--- config.mk ---
export PLATFORM = sky130hd
export DESIGN_NAME = ea_sequencer
export DESIGN_NICKNAME = d
export VERILOG_FILES = /design/src/rtl/asnes_pkg.sv /design/src/rtl/idx_add.sv /design/src/rtl/ea_sequencer.sv
export SDC_FILE = /design/constraint.sdc
export NUM_CORES = 1
export LEC_CHECK = 0
export BUFFER_PORTS_ARGS = -buffer_cell sky130_fd_sc_hd__buf_2
export CORE_MARGIN = 3
export CORE_UTILIZATION = 25
export DETAILED_ROUTE_END_ITERATION = 16
export SLEW_MARGIN = 10
export SYNTH_ARGS = -nofsm -noshare
export SYNTH_HDL_FRONTEND = slang
export SYNTH_SLANG_ARGS = --single-unit
--- constraint.sdc ---
create_clock -name clock -period 8.27 [get_ports clock]
set_clock_uncertainty 0.05 [all_clocks]
set_input_delay 0.827 -clock clock [delete_from_list [all_inputs] [get_ports clock]]
set_output_delay 0.827 -clock clock [all_outputs]
set_load 0.01 [all_outputs]
--- src/rtl/asnes_pkg.sv ---
// Shared encodings for the 6502-family address path: addressing modes
// (same values the opcode decoder emits) and the sequencer state set.
package asnes_pkg;

    typedef enum logic [3:0] {
        M_IMP = 4'd0,
        M_ACC = 4'd1,
        M_IMM = 4'd2,
        M_ZP  = 4'd3,
        M_ZPX = 4'd4,
        M_ZPY = 4'd5,
        M_ABS = 4'd6,
        M_ABX = 4'd7,
        M_ABY = 4'd8,
        M_NDX = 4'd9,
        M_NDY = 4'd10,
        M_IND = 4'd11,
        M_REL = 4'd12
    } mode_e;

    typedef enum logic [2:0] {
        S_IDLE,
        S_OP_LO,
        S_OP_HI,
        S_PTR_LO,
        S_PTR_HI,
        S_FIX,
        S_DONE
    } state_e;

endpackage

--- src/rtl/idx_add.sv ---
// 16-bit base plus an 8-bit index (zero- or sign-extended), flagging a change
// of the high byte; for an unsigned index that is the carry out of the low byte.
module idx_add (
    input  logic [15:0] base,
    input  logic [7:0]  idx,
    input  logic        sext,
    output logic [15:0] sum,
    output logic        page_cross
);
    logic [15:0] ext;

    assign ext        = {(sext ? {8{idx[7]}} : 8'h00), idx};
    assign sum        = base + ext;
    assign page_cross = (sum[15:8] != base[15:8]);
endmodule

--- src/rtl/ea_sequencer.sv ---
// Effective-address sequencer: fetches operand and pointer bytes over a
// wait-stated byte bus and returns ea, pc_next and page_cross per mode.
module ea_sequencer
    import asnes_pkg::*;
#(
    parameter int AW           = 16,
    parameter bit ZP_WRAP      = 1'b1,
    parameter bit PAGE_PENALTY = 1'b1,
    parameter bit JMP_IND_BUG  = 1'b1
) (
    input  logic                               clock,
    input  logic                               reset,
    input  logic                               locked,
    input  logic                               start,
    input  logic [3:0]                         mode,
    input  logic [AW-1:0]                      pc_in,
    input  logic [7:0]                         x,
    input  logic [7:0]                         y,
    input  logic [((AW > 16) ? AW-16 : 1)-1:0] bank,
    output logic [AW-1:0]                      mem_addr,
    output logic                               mem_req,
    input  logic                               mem_rdy,
    input  logic [7:0]                         mem_rdata,
    output logic                               busy,
    output logic                               done,
    output logic [AW-1:0]                      ea,
    output logic [AW-1:0]                      pc_next,
    output logic                               page_cross
);
    localparam int BW = (AW > 16) ? AW - 16 : 1;

    state_e        state;
    mode_e         mode_r;
    logic [AW-1:0] pc_r;
    logic [BW-1:0] bank_r;
    logic [7:0]    x_r, y_r, op_lo, ptr_lo;

    logic [AW-1:0] base1, rel_ea;
    logic [7:0]    idx, lo_sel, zp_idx, ndx_p, nxt_lo;
    logic [8:0]    zp_sum;
    logic [15:0]   zp_ea, nxt_ptr, ix_sum, rel_sum;
    logic          ix_pc, rel_pc;

    function automatic logic [AW-1:0] with_bank(input logic [BW-1:0] b, input logic [15:0] a);
        logic [AW-1:0] r;
        r = AW'(a);
        if (AW > 16) r = r | (AW'(b) << 16);
        return r;
    endfunction

    assign base1  = pc_r + AW'(1);
    assign idx    = (mode_r == M_ABX) ? x_r : y_r;
    assign lo_sel = (state == S_OP_HI) ? op_lo : ptr_lo;

    idx_add u_ix  (.base({mem_rdata, lo_sel}), .idx(idx), .sext(1'b0),
                   .sum(ix_sum), .page_cross(ix_pc));
    idx_add u_rel (.base(base1[15:0]), .idx(mem_rdata), .sext(1'b1),
                   .sum(rel_sum), .page_cross(rel_pc));

    always_comb begin
        zp_idx = 8'h00;
        if (mode_r == M_ZPX)      zp_idx = x_r;
        else if (mode_r == M_ZPY) zp_idx = y_r;
        zp_sum  = {1'b0, mem_rdata} + {1'b0, zp_idx};
        zp_ea   = ZP_WRAP ? {8'h00, zp_sum[7:0]} : {7'h00, zp_sum};
        ndx_p   = mem_rdata + x_r;
        // Second pointer byte: stays in the pointer's page except for fixed-up IND.
        nxt_lo  = mem_addr[7:0] + 8'd1;
        nxt_ptr = {mem_addr[15:8], nxt_lo};
        if (mode_r == M_IND && !JMP_IND_BUG) nxt_ptr = mem_addr[15:0] + 16'd1;
        rel_ea        = base1;
        rel_ea[15:0]  = rel_sum;
    end

    always_ff @(posedge clock) begin
        if (reset) begin
            state      <= S_IDLE;
            mem_req    <= 1'b0;
            mem_addr   <= '0;
            busy       <= 1'b0;
            done       <= 1'b0;
            ea         <= '0;
            pc_next    <= '0;
            page_cross <= 1'b0;
        end else if (locked) begin
            case (state)
                S_IDLE: if (start) begin
                    mode_r <= mode_e'(mode);
                    pc_r   <= pc_in;
                    x_r    <= x;
                    y_r    <= y;
                    bank_r <= bank;
                    busy   <= 1'b1;
                    case (mode_e'(mode))
                        M_ZP, M_ZPX, M_ZPY, M_ABS, M_ABX, M_ABY,
                        M_NDX, M_NDY, M_IND, M_REL: begin
                            mem_req  <= 1'b1;
                            mem_addr <= pc_in;
                            state    <= S_OP_LO;
                        end
                        M_IMM: begin
                            ea         <= pc_in;
                            pc_next    <= pc_in + AW'(1);
                            page_cross <= 1'b0;
                            state      <= S_DONE;
                        end
                        default: begin
                            ea         <= '0;
                            pc_next    <= pc_in;
                            page_cross <= 1'b0;
                            state      <= S_DONE;
                        end
                    endcase
                end
                S_OP_LO: if (mem_rdy) begin
                    op_lo <= mem_rdata;
                    case (mode_r)
                        M_ZP, M_ZPX, M_ZPY: begin
                            ea         <= AW'(zp_ea);
                            pc_next    <= base1;
                            page_cross <= 1'b0;
                            mem_req    <= 1'b0;
                            state      <= S_DONE;
                        end
                        M_REL: begin
                            ea         <= rel_ea;
                            pc_next    <= base1;
                            page_cross <= rel_pc;
                            mem_req    <= 1'b0;
                            state      <= S_DONE;
                        end
                        M_NDX: begin
                            mem_addr <= AW'(ndx_p);
                            state    <= S_PTR_LO;
                        end
                        M_NDY: begin
                            mem_addr <= AW'(mem_rdata);
                            state    <= S_PTR_LO;
                        end
                        default: begin
                            mem_addr <= pc_r + AW'(1);
                            state    <= S_OP_HI;
                        end
                    endcase
                end
                S_OP_HI: if (mem_rdy) begin
                    if (mode_r == M_IND) begin
                        mem_addr <= AW'({mem_rdata, op_lo});
                        state    <= S_PTR_LO;
                    end else begin
                        pc_next <= pc_r + AW'(2);
                        mem_req <= 1'b0;
                        if (mode_r == M_ABS) begin
                            ea         <= with_bank(bank_r, {mem_rdata, op_lo});
                            page_cross <= 1'b0;
                            state      <= S_DONE;
                        end else begin
                            ea         <= with_bank(bank_r, ix_sum);
                            page_cross <= ix_pc;
                            state      <= (PAGE_PENALTY && ix_pc) ? S_FIX : S_DONE;
                        end
                    end
                end
                S_PTR_LO: if (mem_rdy) begin
                    ptr_lo   <= mem_rdata;
                    mem_addr <= AW'(nxt_ptr);
                    state    <= S_PTR_HI;
                end
                S_PTR_HI: if (mem_rdy) begin
                    mem_req <= 1'b0;
                    pc_next <= (mode_r == M_IND) ? pc_r + AW'(2) : base1;
                    if (mode_r == M_NDY) begin
                        ea         <= with_bank(bank_r, ix_sum);
                        page_cross <= ix_pc;
                        state      <= (PAGE_PENALTY && ix_pc) ? S_FIX : S_DONE;
                    end else begin
                        ea         <= with_bank(bank_r, {mem_rdata, ptr_lo});
                        page_cross <= 1'b0;
                        state      <= S_DONE;
                    end
                end
                S_FIX: state <= S_DONE;
                // First DONE cycle raises the strobe, second retires the sequence.
                S_DONE: begin
                    if (!done) begin
                        done <= 1'b1;
                    end else begin
                        done  <= 1'b0;
                        busy  <= 1'b0;
                        state <= S_IDLE;
                    end
                end
                default: state <= S_IDLE;
            endcase
        end
    end
endmodule

==> results by group, run 1 <==
STA
  – Final WS setup: 3.595 ns
  – Final Setup Violations: 0
  – Tcrit/Tclk final: 56.53%
  – Min Hold Slack: 0.4006 ns
  – Slew HR: 25.00%
  – Slew @ Worst Pin: 1.117 ns
  – Slew Viols, Final: 0
  – Max Clk Rate: 213.9 MHz
  – Post-layout min period: 4.675 ns
  – Fin. Hold Viols: 0
  – Unrepaired setup endpoints after global routing: no
  – Setup_tns: 0 ns

Min path
  – HP Class: register to register

Cells and area
  – Register Area: 2663 sq um
  – Number of fillers in the final layout: 3624
  – Share of layout cells above drive strength 1: 15.54%
  – Multi-input logic area: 5599 sq um
  – Commonest non-fill, non-tap cell in the layout: nor2_1
  – Synthesis-to-finish area growth: 13.24%
  – Ant. Diodes: 0
  – Number of nets in the layout: 1185
  – Most frequent cells in the layout: nor2_1, buf_2, nand2_1, a21oi_1, o21ai_0

Floorplan
  – Die Ht: 192.6 microns
  – Starting density of the core: 25.63%
  – Row count: 67
  – Core Area: 33950 sq um
  – Num ports: 102
  – Die X: 192.6 microns
  – Die ar.: 37080 sq um

Route
  – DR WL/cell: 20.11 microns
  – DRC Markers: 0
  – DRT iter0 DRCs: 934
  – Vias per inst: 5.508
  – Vias: 8494
  – Drt total wl: 31020 microns
  – Post-DRT Antenna Nets: 0
  – First drt pass iteration count: 6

Place
  – Port Buffers: 100
  – DP Wirelength: 23490 microns
  – Setup slack at placement: 3.641 ns
  – Final Wtd Congestion: 0.9201

Worst setup path
  – Crit end category: register
  – WP data required: 8.43 ns
  – R2r setup slk: 3.60 ns
  – Worst reg2reg endpoint: ea[9]
  – Setup crit start: mode_r[0]
  – Max incr delay on CP: 0.88 ns
  – CP arrival: 4.84 ns
  – Critical Path Slowest Stage Cell: edfxtp_1
  – Critical path class: register to register
  – Worst Reg-to-Reg Cells: 11
  – Crit path to: ea[9]
  – Top delay family on crit path: compound AO/OA/AOI/OAI gates
  – WP depth: 11
  – Startpoint types: register
  – Crit path cell chain: nand4b_1 > mux2_2 > ha_1 > a211oi_1 > o211ai_1 > a21oi_1 > nor3_1 > xnor2_1 > o22ai_1 > a2111oi_0 > nor2_1
  – CP Max Fanout: 20
  – Worst Path Buf+Inv: 0
  – Critical R2R Launch: mode_r[0]

Power
  – Static Leak: 3.738 nW
  – Cell Pwr Density: 186.1 nW/um^2
  – Worst vdd ir: 0.1065 mV

Yosys
  – Syn_area_per_cell: 8.416 sq um
  – Yosys warns: 0
  – Synth async-reset ratio: 0%
  – Top_reg_cell synth: dfxtp_1
  – Post-synthesis sequential area ratio: 30.60%
  – Count of cell types in the netlist: 92
  – Netlist Area Pre-Place: 8702 sq um
  – Yosys reg bits: 107
  – EDFF count, synth: 52
  – Cell count after synthesis: 1034
  – Syn Nets: 1130

Outcome
  – Status: finished clean

Global routing
  – Initial antenna violation count: 0
  – First-pass GRT wire length: 46190 microns
  – GRT overflow: 0
  – Total track usage: 16.32%
  – Largest net degree at the start of global routing: 56
  – Vias in the first global route: 7850

CTS
  – Post CTS Setup Buffer Count: 0
  – CTS buffer count: 9
  – Max clock buf depth: 2
  – CTS tree: yes
  – Clk sink count: 107
  – Root buffer cell: clkbuf_16
  – # H-tree levels: 3
  – Number of gates resized after cts: 0
  – Clk_lat worst skew: 0.37 ns
  – Post-cts hold buffer count: 0
  – Clk slew on worst S/H paths: 0.07 ns

Job
  – Max cap viols: 0
## logic make-up after synthesis
kind of cell               synth area share [%]
adders and majority gates                 6.959
xor gates and xnor gates                  8.066
AOI/OAI and AO/OA                         25.79
DFF                                       30.60
and+or+nand+nor                           19.87
buffers and inverters                     5.219
muxes                                     3.494
## sequential cells by signal, indices dropped and copies added (netlist names), 3 cells and up
| register | flops |
|---|---|
| pc_next | 16 |
| ptr_lo | 8 |
| state | 3 |
| x_r | 8 |
| mode_r | 4 |
| y_r | 8 |
| ea | 16 |
| mem_addr | 16 |
| op_lo | 8 |
| pc_r | 16 |
## tightest hold or removal path, stage by stage, from the launching register on
cell,delay [ns]
dfxtp_1,0.31
nand2_1,0.05
a21oi_1,0.05
## power by group
group          switching, W  internal [W]  leakage, nW  total, W
clock              0.000213      0.000244        0.158  0.000457
combinational      0.000477      0.000263         2.66  0.000740
sequential        0.0000348      0.000602        0.920  0.000637
total              0.000725       0.00111         3.74   0.00183
## per-stage QoR
step | cells | area [sq um] | util (%) | total power [W]
floorplan | 1034 | 8702 | - | 0.001153
global placement | 1526 | 9540 | 28.10 | 0.001364
detailed placement | 1526 | 9540 | 28.10 | 0.001373
CTS | 1542 | 9854 | 29.03 | 0.001833
global route | 1542 | 9854 | 29.03 | 0.001938
finish | 1542 | 9854 | 29.03 | 0.001834
## worst min-delay path by stage
stage	start	end	slack [ns]	cells past startpoint
6_report	pc_next[9]	pc_next[9]	0.40	2
5_1_grt	pc_next[11]	pc_next[11]	0.43	2
4_1_cts	pc_next[9]	pc_next[9]	0.40	2
3_5_place_dp	mem_addr[15]	mem_addr[15]	0.40	2
3_3_place_gp	pc_next[9]	pc_next[9]	0.39	2
2_1_floorplan	pc_next[9]	pc_next[9]	0.43	2
## cell type report
type                    count  share of cell area (%)
multi-input cells         826                   56.82
flip-flops and latches    107                   27.02
repair buffers            113                   6.069
well taps                 448                   5.688
clock buffers              11                   2.793
inverters                  32                   1.219
clock inverters             5                  0.3936
## layer usage
layer / up-vias / wire length (microns) / GRT usage [%] / share of wire [%]
li1: 3969 / - / - / -
met1: 4034 / 13520 / 22.50 / 44
met5: - / 0 / 0 / 0
met4: 0 / 1002 / 5.520 / 3.2
met3: 64 / 3008 / 3.924 / 9.7
met2: 427 / 13480 / 24.94 / 43
## cells in the mapped netlist (all sizes together), types with 17 or more instances
cell,n,area share [%]
edfxtp,52,18
o21ai,64,3.9
ha,42,6.0
clkbuf,36,1.6
a21oi,80,4.8
a221oi,17,1.8
xor2,28,2.8
dfxtp,55,13
nand3,23,1.3
buf,33,2.3
mux2i,18,2.1
nand2,93,4.0
nor3,26,1.6
nor2,107,4.6
a211oi,19,1.7
xnor2,47,4.7
inv,31,1.3
(Power assumes the default switching activity.)
==> run 2, diff against run 1 <==
ABC_AREA = 1   (was unset)
clock period = 4.7 ns   (was 8.27 ns; I/O delays follow)
==> run 2 against run 1 <==
Against the previous run: clock-buffer cell count is the same; critical path depth grew 7; first-iteration DRC count shrank 3.3%; core utilization grew 0.18 points; hold slack lost 0.18 ns; final area grew 2.9%; critical path type unchanged; maximum frequency grew 24%.
==> results by group, run 2 <==
Floorplan
  – Die Ht: 194.2 microns (+0.85%)
  – Core Area: 34710 sq um (+2.2%)
  – Row count: 68 (+1.5%)
  – Die ar.: 37710 sq um (+1.7%)
  – Num ports: 102 (unchanged)
  – Starting density of the core: 25.51% (-0.12 points)
  – Die X: 194.2 microns (+0.85%)

Power
  – Worst vdd ir: 0.1833 mV (+72%)
  – Static Leak: 4.564 nW (+22%)
  – Cell Pwr Density: 324.4 nW/um^2 (+74%)
  – Total power: 0.003288 W (+79%)

Yosys
  – Syn Nets: 1406 (+24%)
  – Post-synthesis mux area share: 0% (-3.5 points)
  – Share of the synthesized area in the top cell type: 17.63% (-0.31 points)
  – Top_reg_cell synth: dfxtp_1
  – Post-synthesis sequential area ratio: 30.07% (-0.53 points)
  – Count of cell types in the netlist: 58 (-37%)
  – Top-count cell post-synth: nand2_1
  – Syn_area_per_cell: 6.759 sq um (-20%)
  – Fraction of the mapped netlist area in simple logic gates: 29.90% (+10 points)
  – Synth Area in Compound Gates: 19.44% (-6.4 points)
  – Synth cell count leaders: nand2_1, inv_1, a21oi_1
  – Synth top area cells: edfxtp_1, nand2_1, dfxtp_1, inv_1, a21oi_1
  – Most area-hungry cell type in the Yosys netlist: edfxtp_1
  – Largest family of logic cells by synthesized area: simple AND/OR/NAND/NOR gates
  – Yosys warns: 0 (unchanged)
  – Cell count after synthesis: 1310 (+27%)
  – Netlist Area Pre-Place: 8855 sq um (+1.8%)
  – Post-synthesis adder-cell area fraction: 6.839% (-0.12 points)
  – Synth async-reset ratio: 0% (unchanged)
  – EDFF count, synth: 52 (unchanged)
  – Yosys reg bits: 107 (unchanged)
  – Post-Synth XOR/XNOR Area: 4.423% (-3.6 points)

Route
  – Highest Signal Layer: met4
  – M1 WL: 14140 microns (+4.6%)
  – Routed length on met2: 15120 microns (+12%)
  – Drt total wl: 32250 microns (+4.0%)
  – Vias: 9214 (+8.5%)
  – DRT iter0 DRCs: 903 (-3.3%)
  – Post-DRT Antenna Nets: 0 (unchanged)
  – DR WL/cell: 17.41 microns (-13%)
  – First drt pass iteration count: 6 (unchanged)
  – DRC Markers: 0 (unchanged)
  – Vias per inst: 4.975 (-9.7%)
  – Wire length on met3: 2040 microns (-32%)

Cells and area
  – Post-layout util: 29.20% (+0.18 points)
  – Number of nets in the layout: 1488 (+26%)
  – Commonest non-fill, non-tap cell in the layout: nand2_1
  – Synthesis-to-finish area growth: 14.48%
  – Number of fillers in the final layout: 3877 (+7.0%)
  – Share of layout cells above drive strength 1: 12.88% (-2.7 points)
  – Most frequent cells in the layout: nand2_1, inv_1, a21oi_1, buf_2, nand3_1
  – Ant. Diodes: 0 (unchanged)

STA
  – Min Hold Slack: 0.2210 ns (-0.1797 ns)
  – Tcrit/Tclk final: 80.47% (+24 points)
  – Slew HR: 30.30% (+5.3 points)
  – Slew @ Worst Pin: 1.044 ns (-0.07314 ns)
  – Max Clk Rate: 264.4 MHz (+24%)
  – Post-layout min period: 3.782 ns (-0.8928 ns)
  – Setup_tns: 0 ns (unchanged)
  – Unrepaired setup endpoints after global routing: no
  – Slew Viols, Final: 0 (unchanged)
  – Fin. Hold Viols: 0 (unchanged)
  – Final Setup Violations: 0 (unchanged)

Global routing
  – Largest net degree at the start of global routing: 31 (-45%)
  – First-pass GRT wire length: 50070 microns (+8.4%)
  – GRT overflow: 0 (unchanged)
  – Initial antenna violation count: 0 (unchanged)
  – Vias in the first global route: 8736 (+11%)
  – Total track usage: 16.76% (+0.44 points)

Worst setup path
  – CP Max Fanout: 28 (+40%)
  – Worst Reg-to-Reg Cells: 18 (+7)
  – Critical path class: register to register
  – Max incr delay on CP: 0.64 ns (-0.24 ns)
  – Most used cell, CP: nand2_1
  – WP data required: 4.89 ns (-3.54 ns)
  – Critical R2R Launch: state[1]
  – Worst reg2reg endpoint: page_cross
  – Startpoint types: register
  – R2r setup slk: 0.92 ns (-2.68 ns)
  – Critical Path Slowest Stage Cell: dfxtp_1
  – Setup crit start: state[1]
  – Crit end category: register
  – CP arrival: 3.97 ns (-0.87 ns)
  – Crit path cell chain: inv_2 > nor2_8 > inv_4 > a21oi_1 > inv_1 > ha_1 > nand3_1 > nand2_1 > nand2_1 > nand2_1 > a21boi_1 > nand3_1 > nand2_1 > o22ai_1 > inv_1 > nand2_1 > nand2_1 > a21oi_1

Place
  – Final Wtd Congestion: 0.9125 (-0.83%)
  – DP Wirelength: 25510 microns (+8.6%)
  – Port Buffers: 100 (unchanged)

CTS
  – Root buffer cell: clkbuf_16
  – Post-cts hold buffer count: 0 (unchanged)
  – CTS buffer count: 9 (unchanged)
  – Clk sink count: 107 (unchanged)
  – Clk_lat worst skew: 0.37 ns (about the same)
  – Clk slew on worst S/H paths: 0.08 ns (about the same)
  – CTS tree: yes
  – Post CTS Setup Buffer Count: 0 (unchanged)
  – Max clock buf depth: 2 (unchanged)
  – # H-tree levels: 3 (unchanged)
  – Number of gates resized after cts: 0 (unchanged)

Min path
  – HP Class: primary input to register
  – Worst hold stages: 1 (-1)
  – Worst hold start: y[0]
  – Hold path endpoint: y_r[0]

Outcome
  – Status: finished clean

Job
  – Max cap viols: 0 (unchanged)
## run 2: cell count changes after synthesis, sizes merged, moves of 31 or more
cell   previous run  this run
a21oi            80       111
inv              31       167
nand2            93       349
nand3            23        97
o21ai            64       115
xnor2            47         4
## run 2: area by class of cell
class                           instances  area [sq um]  share of cell area (%)
Sequential cell                       107          2663                   26.27
Inverter                              169         644.4                   6.356
Clock inverter                          5         61.31                  0.6048
Clock buffer                           11         242.7                   2.394
Multi-Input combinational cell        995          5381                   53.09
Tap cell                              455         569.3                   5.616
Timing Repair Buffer                  110         575.6                   5.678
## run 2: per-layer routing
layer / vias to the layer above / GRT usage [%]
met3: 53 / 2.415
met2: 344 / 28.02
met4: 0 / 5.585
met5: - / 0
met1: 4247 / 22.25
li1: 4570 / -
## run 2: through the flow
stage	area (sq um)	worst slack, ns	instances
after floorplan	8861	1.048	1310
after global placement	9833	0.9654	1836
after detailed placement	9833	0.9728	1836
after CTS	10140	0.9553	1852
after global routing	10140	0.6296	1852
final	10140	0.9179	1852
## run 2: power breakdown
group          switching (W)  leakage [nW]  internal [W]
logic               0.000890          3.50      0.000406
registers          0.0000903         0.922       0.00109
clock network       0.000380         0.146      0.000433
total                0.00136          4.56       0.00193
## run 2: worst max-delay path, delay by kind of cell (launching register included)
family	cells	cell delay (ns)
simple gates	9	1.30
compound gates	4	0.83
flops	1	0.64
buf+inv	4	0.53
fa+ha+maj	1	0.27
## run 2: worst max-delay path by stage
stage	endpoint	slack [ns]	depth (start not counted)
3_3_place_gp	ea[14]	0.97	19
6_report	page_cross	0.92	18
5_1_grt	ea[12]	0.63	18
2_1_floorplan	mode_r[0]	1.05	5
4_1_cts	ea[14]	0.96	19
3_5_place_dp	ea[14]	0.97	19
## run 2: logic make-up (layout without fill, tap and decap cells)
kind of cell    count (synthesis)  count (layout)
compound gates                302             302
flops                         107             107
buf+inv                       208             295
xor+xnor                       43              43
simple gates                  604             604
fa+ha+maj                      46              46
==> run 3, diff against run 2 <==
ABC_AREA = 0   (was 1)
clock period = 3.45 ns   (was 4.7 ns; I/O delays follow)
==> run 3 against run 2 <==
Against the previous run: first-iteration DRC count fell by 3.0%; critical endpoint is now ea[9]; largest power group unchanged; critical path type unchanged; maximum frequency rose by 11%; combinational power rose by 54%; total power rose by 39%.
==> results by group, run 3 (synthesized netlist as in run 1, its figures left out) <==
Place
  – Setup slack at placement: -0.2210 ns (-1.194 ns)
  – Placed inst area: 10090 sq um (+2.6%)
  – Port Buffers: 100 (unchanged)
  – DP Wirelength: 25340 microns (-0.69%)
  – Final Wtd Congestion: 0.9412 (+3.1%)

Worst setup path
  – R2r setup slk: 0.06 ns (-0.86 ns)
  – Top delay family on crit path: compound AO/OA/AOI/OAI gates
  – Crit end category: register
  – Startpoint types: register
  – WP data required: 3.67 ns (-1.22 ns)
  – Crit path cell chain: or3b_2 > buf_6 > nand2_1 > nand2_1 > ha_1 > o21a_1 > o21a_1 > a21oi_2 > nor3_2 > xnor2_1 > nor2_1 > a2111oi_4 > buf_4 > nor2_1
  – Worst Reg-to-Reg Cells: 14 (-4)
  – CP arrival: 3.62 ns (-0.35 ns)
  – Critical path class: register to register
  – Crit path to: ea[9]
  – WP depth: 14 (-4)
  – Critical Path Slowest Stage Cell: or3b_2
  – Worst reg2reg endpoint: ea[9]
  – Max incr delay on CP: 0.53 ns (-0.11 ns)
  – Setup crit start: state[1]
  – Critical R2R Launch: state[1]
  – Worst Path Buf+Inv: 2 (-2)
  – CP Max Fanout: 16 (-43%)

Cells and area
  – Synthesis-to-finish area growth: 23.05%
  – Number of nets in the layout: 1267 (-15%)
  – Share of layout cells above drive strength 1: 24.40% (+12 points)
  – Ant. Diodes: 0 (unchanged)
  – Multi-input logic area: 5846 sq um (+8.6%)
  – Number of fillers in the final layout: 3559 (-8.2%)
  – Commonest non-fill, non-tap cell in the layout: nor2_1
  – Register Area: 2663 sq um (unchanged)
  – Most frequent cells in the layout: nor2_1, buf_2, nand2_1, buf_4, a21oi_1
  – Post-route cell area: 10710 sq um (+5.6%)

Route
  – DRT iter0 DRCs: 876 (-3.0%)
  – DRC Markers: 0 (unchanged)
  – Vias: 8704 (-5.5%)
  – Vias per inst: 5.360 (+7.7%)
  – DR WL/cell: 20.36 microns (+17%)
  – First drt pass iteration count: 6 (unchanged)
  – Drt total wl: 33070 microns (+2.5%)
  – Post-DRT Antenna Nets: 0 (unchanged)

Job
  – Max cap viols: 0 (unchanged)

STA
  – Slew Viols, Final: 0 (unchanged)
  – Slew HR: 45.86% (+16 points)
  – Min Hold Slack: 0.09672 ns (-0.1243 ns)
  – Unrepaired setup endpoints after global routing: yes
  – Final Setup Violations: 0 (unchanged)
  – Slew @ Worst Pin: 0.8121 ns (-0.2322 ns)
  – Fin. Hold Viols: 0 (unchanged)
  – Final WS setup: 0.05586 ns (-0.8620 ns)
  – Post-layout min period: 3.394 ns (-0.3880 ns)
  – Tcrit/Tclk final: 98.38% (+18 points)
  – Max Clk Rate: 294.6 MHz (+11%)

CTS
  – Max clock buf depth: 2 (unchanged)
  – Clk_lat worst skew: 0.38 ns (about the same)
  – Clk sink count: 107 (unchanged)
  – # H-tree levels: 3 (unchanged)
  – Clk slew on worst S/H paths: 0.08 ns (about the same)
  – CTS tree: yes
  – Post-cts hold buffer count: 0 (unchanged)
  – CTS buffer count: 9 (unchanged)
  – Root buffer cell: clkbuf_16

Global routing
  – Total track usage: 17.21% (+0.45 points)
  – First-pass GRT wire length: 48460 microns (-3.2%)
  – Largest net degree at the start of global routing: 37 (+19%)
  – Initial antenna violation count: 0 (unchanged)
  – Vias in the first global route: 8187 (-6.3%)
  – GRT overflow: 0 (unchanged)

Floorplan
  – Num ports: 102 (unchanged)
  – Die ar.: 37080 sq um (-1.7%)
  – Row count: 67 (-1.5%)
  – Starting density of the core: 25.63% (+0.12 points)
  – Die Ht: 192.6 microns (-0.84%)
  – Core Area: 33950 sq um (-2.2%)
  – Die X: 192.6 microns (-0.84%)

Power
  – Cell Pwr Density: 425.8 nW/um^2 (+31%)
  – Total power: 0.004559 W (+39%)
  – Worst vdd ir: 0.2757 mV (+50%)
  – Static Leak: 4.173 nW (-8.6%)

Outcome
  – Status: finished clean

Min path
  – HP Class: primary input to register
## run 3: changes by cell type in the layout (fill, tap and decap cells not counted), sizes merged, moves of 18 or more
cell	delta
nand3	-74
a21oi	-31
o21ai	-51
xnor2	+43
buf	+84
nand2	-256
mux2i	+18
inv	-134
## run 3: metal layers
| metal | share of wire, % | up-vias | GRT usage, % |
|---|---|---|---|
| met4 | 2.5 | 0 | 5.127 |
| met3 | 9.3 | 55 | 4.759 |
| met1 | 44 | 4125 | 23.55 |
| li1 | - | 4130 | - |
| met5 | 0 | - | 0 |
| met2 | 44 | 394 | 26.38 |
## run 3: repair_timing
| item | CTS | global route |
|---|---|---|
| cloned | 0 | 0 |
| endpoints found under the setup margin | 4 | 9 |
| resized for setup | 4 | 48 |
| endpoints found under the hold margin | 0 | 0 |
| buffers inserted | 0 | 9 |
| pin swaps | 0 | 13 |
## run 3: layout make-up
class                           instances  area share [%]
Multi-Input combinational cell        826           54.59
Sequential cell                       107           24.87
Timing Repair Buffer                  195           11.52
Tap cell                              448           5.235
Clock buffer                            9           2.103
Inverter                               32           1.122
Clock inverter                          7          0.5609
## run 3: worst min-delay path by stage
stage / endpoint / cells after the start / startpoint
after floorplan: mode_r[0] / 0 / mode[0]
after global placement: pc_next[9] / 2 / pc_next[9]
after detailed placement: pc_next[15] / 2 / pc_next[15]
after CTS: y_r[1] / 1 / y[1]
after global routing: y_r[7] / 1 / y[7]
final: y_r[1] / 1 / y[1]
## run 3: metrics by stage
step           util, %  instances  setup TNS [ns]
6_report         31.54       1624               0
5_1_grt          31.54       1624         -0.2934
4_1_cts          30.62       1615               0
3_5_place_dp     29.73       1599         -0.2306
3_3_place_gp     29.73       1599         -0.3581
2_1_floorplan        -       1034       -0.004667
## run 3: power by group
group	total, W	internal (W)	switching [W]
registers	0.00152	0.00144	0.0000780
logic	0.00200	0.000767	0.00123
clock network	0.00104	0.000503	0.000538
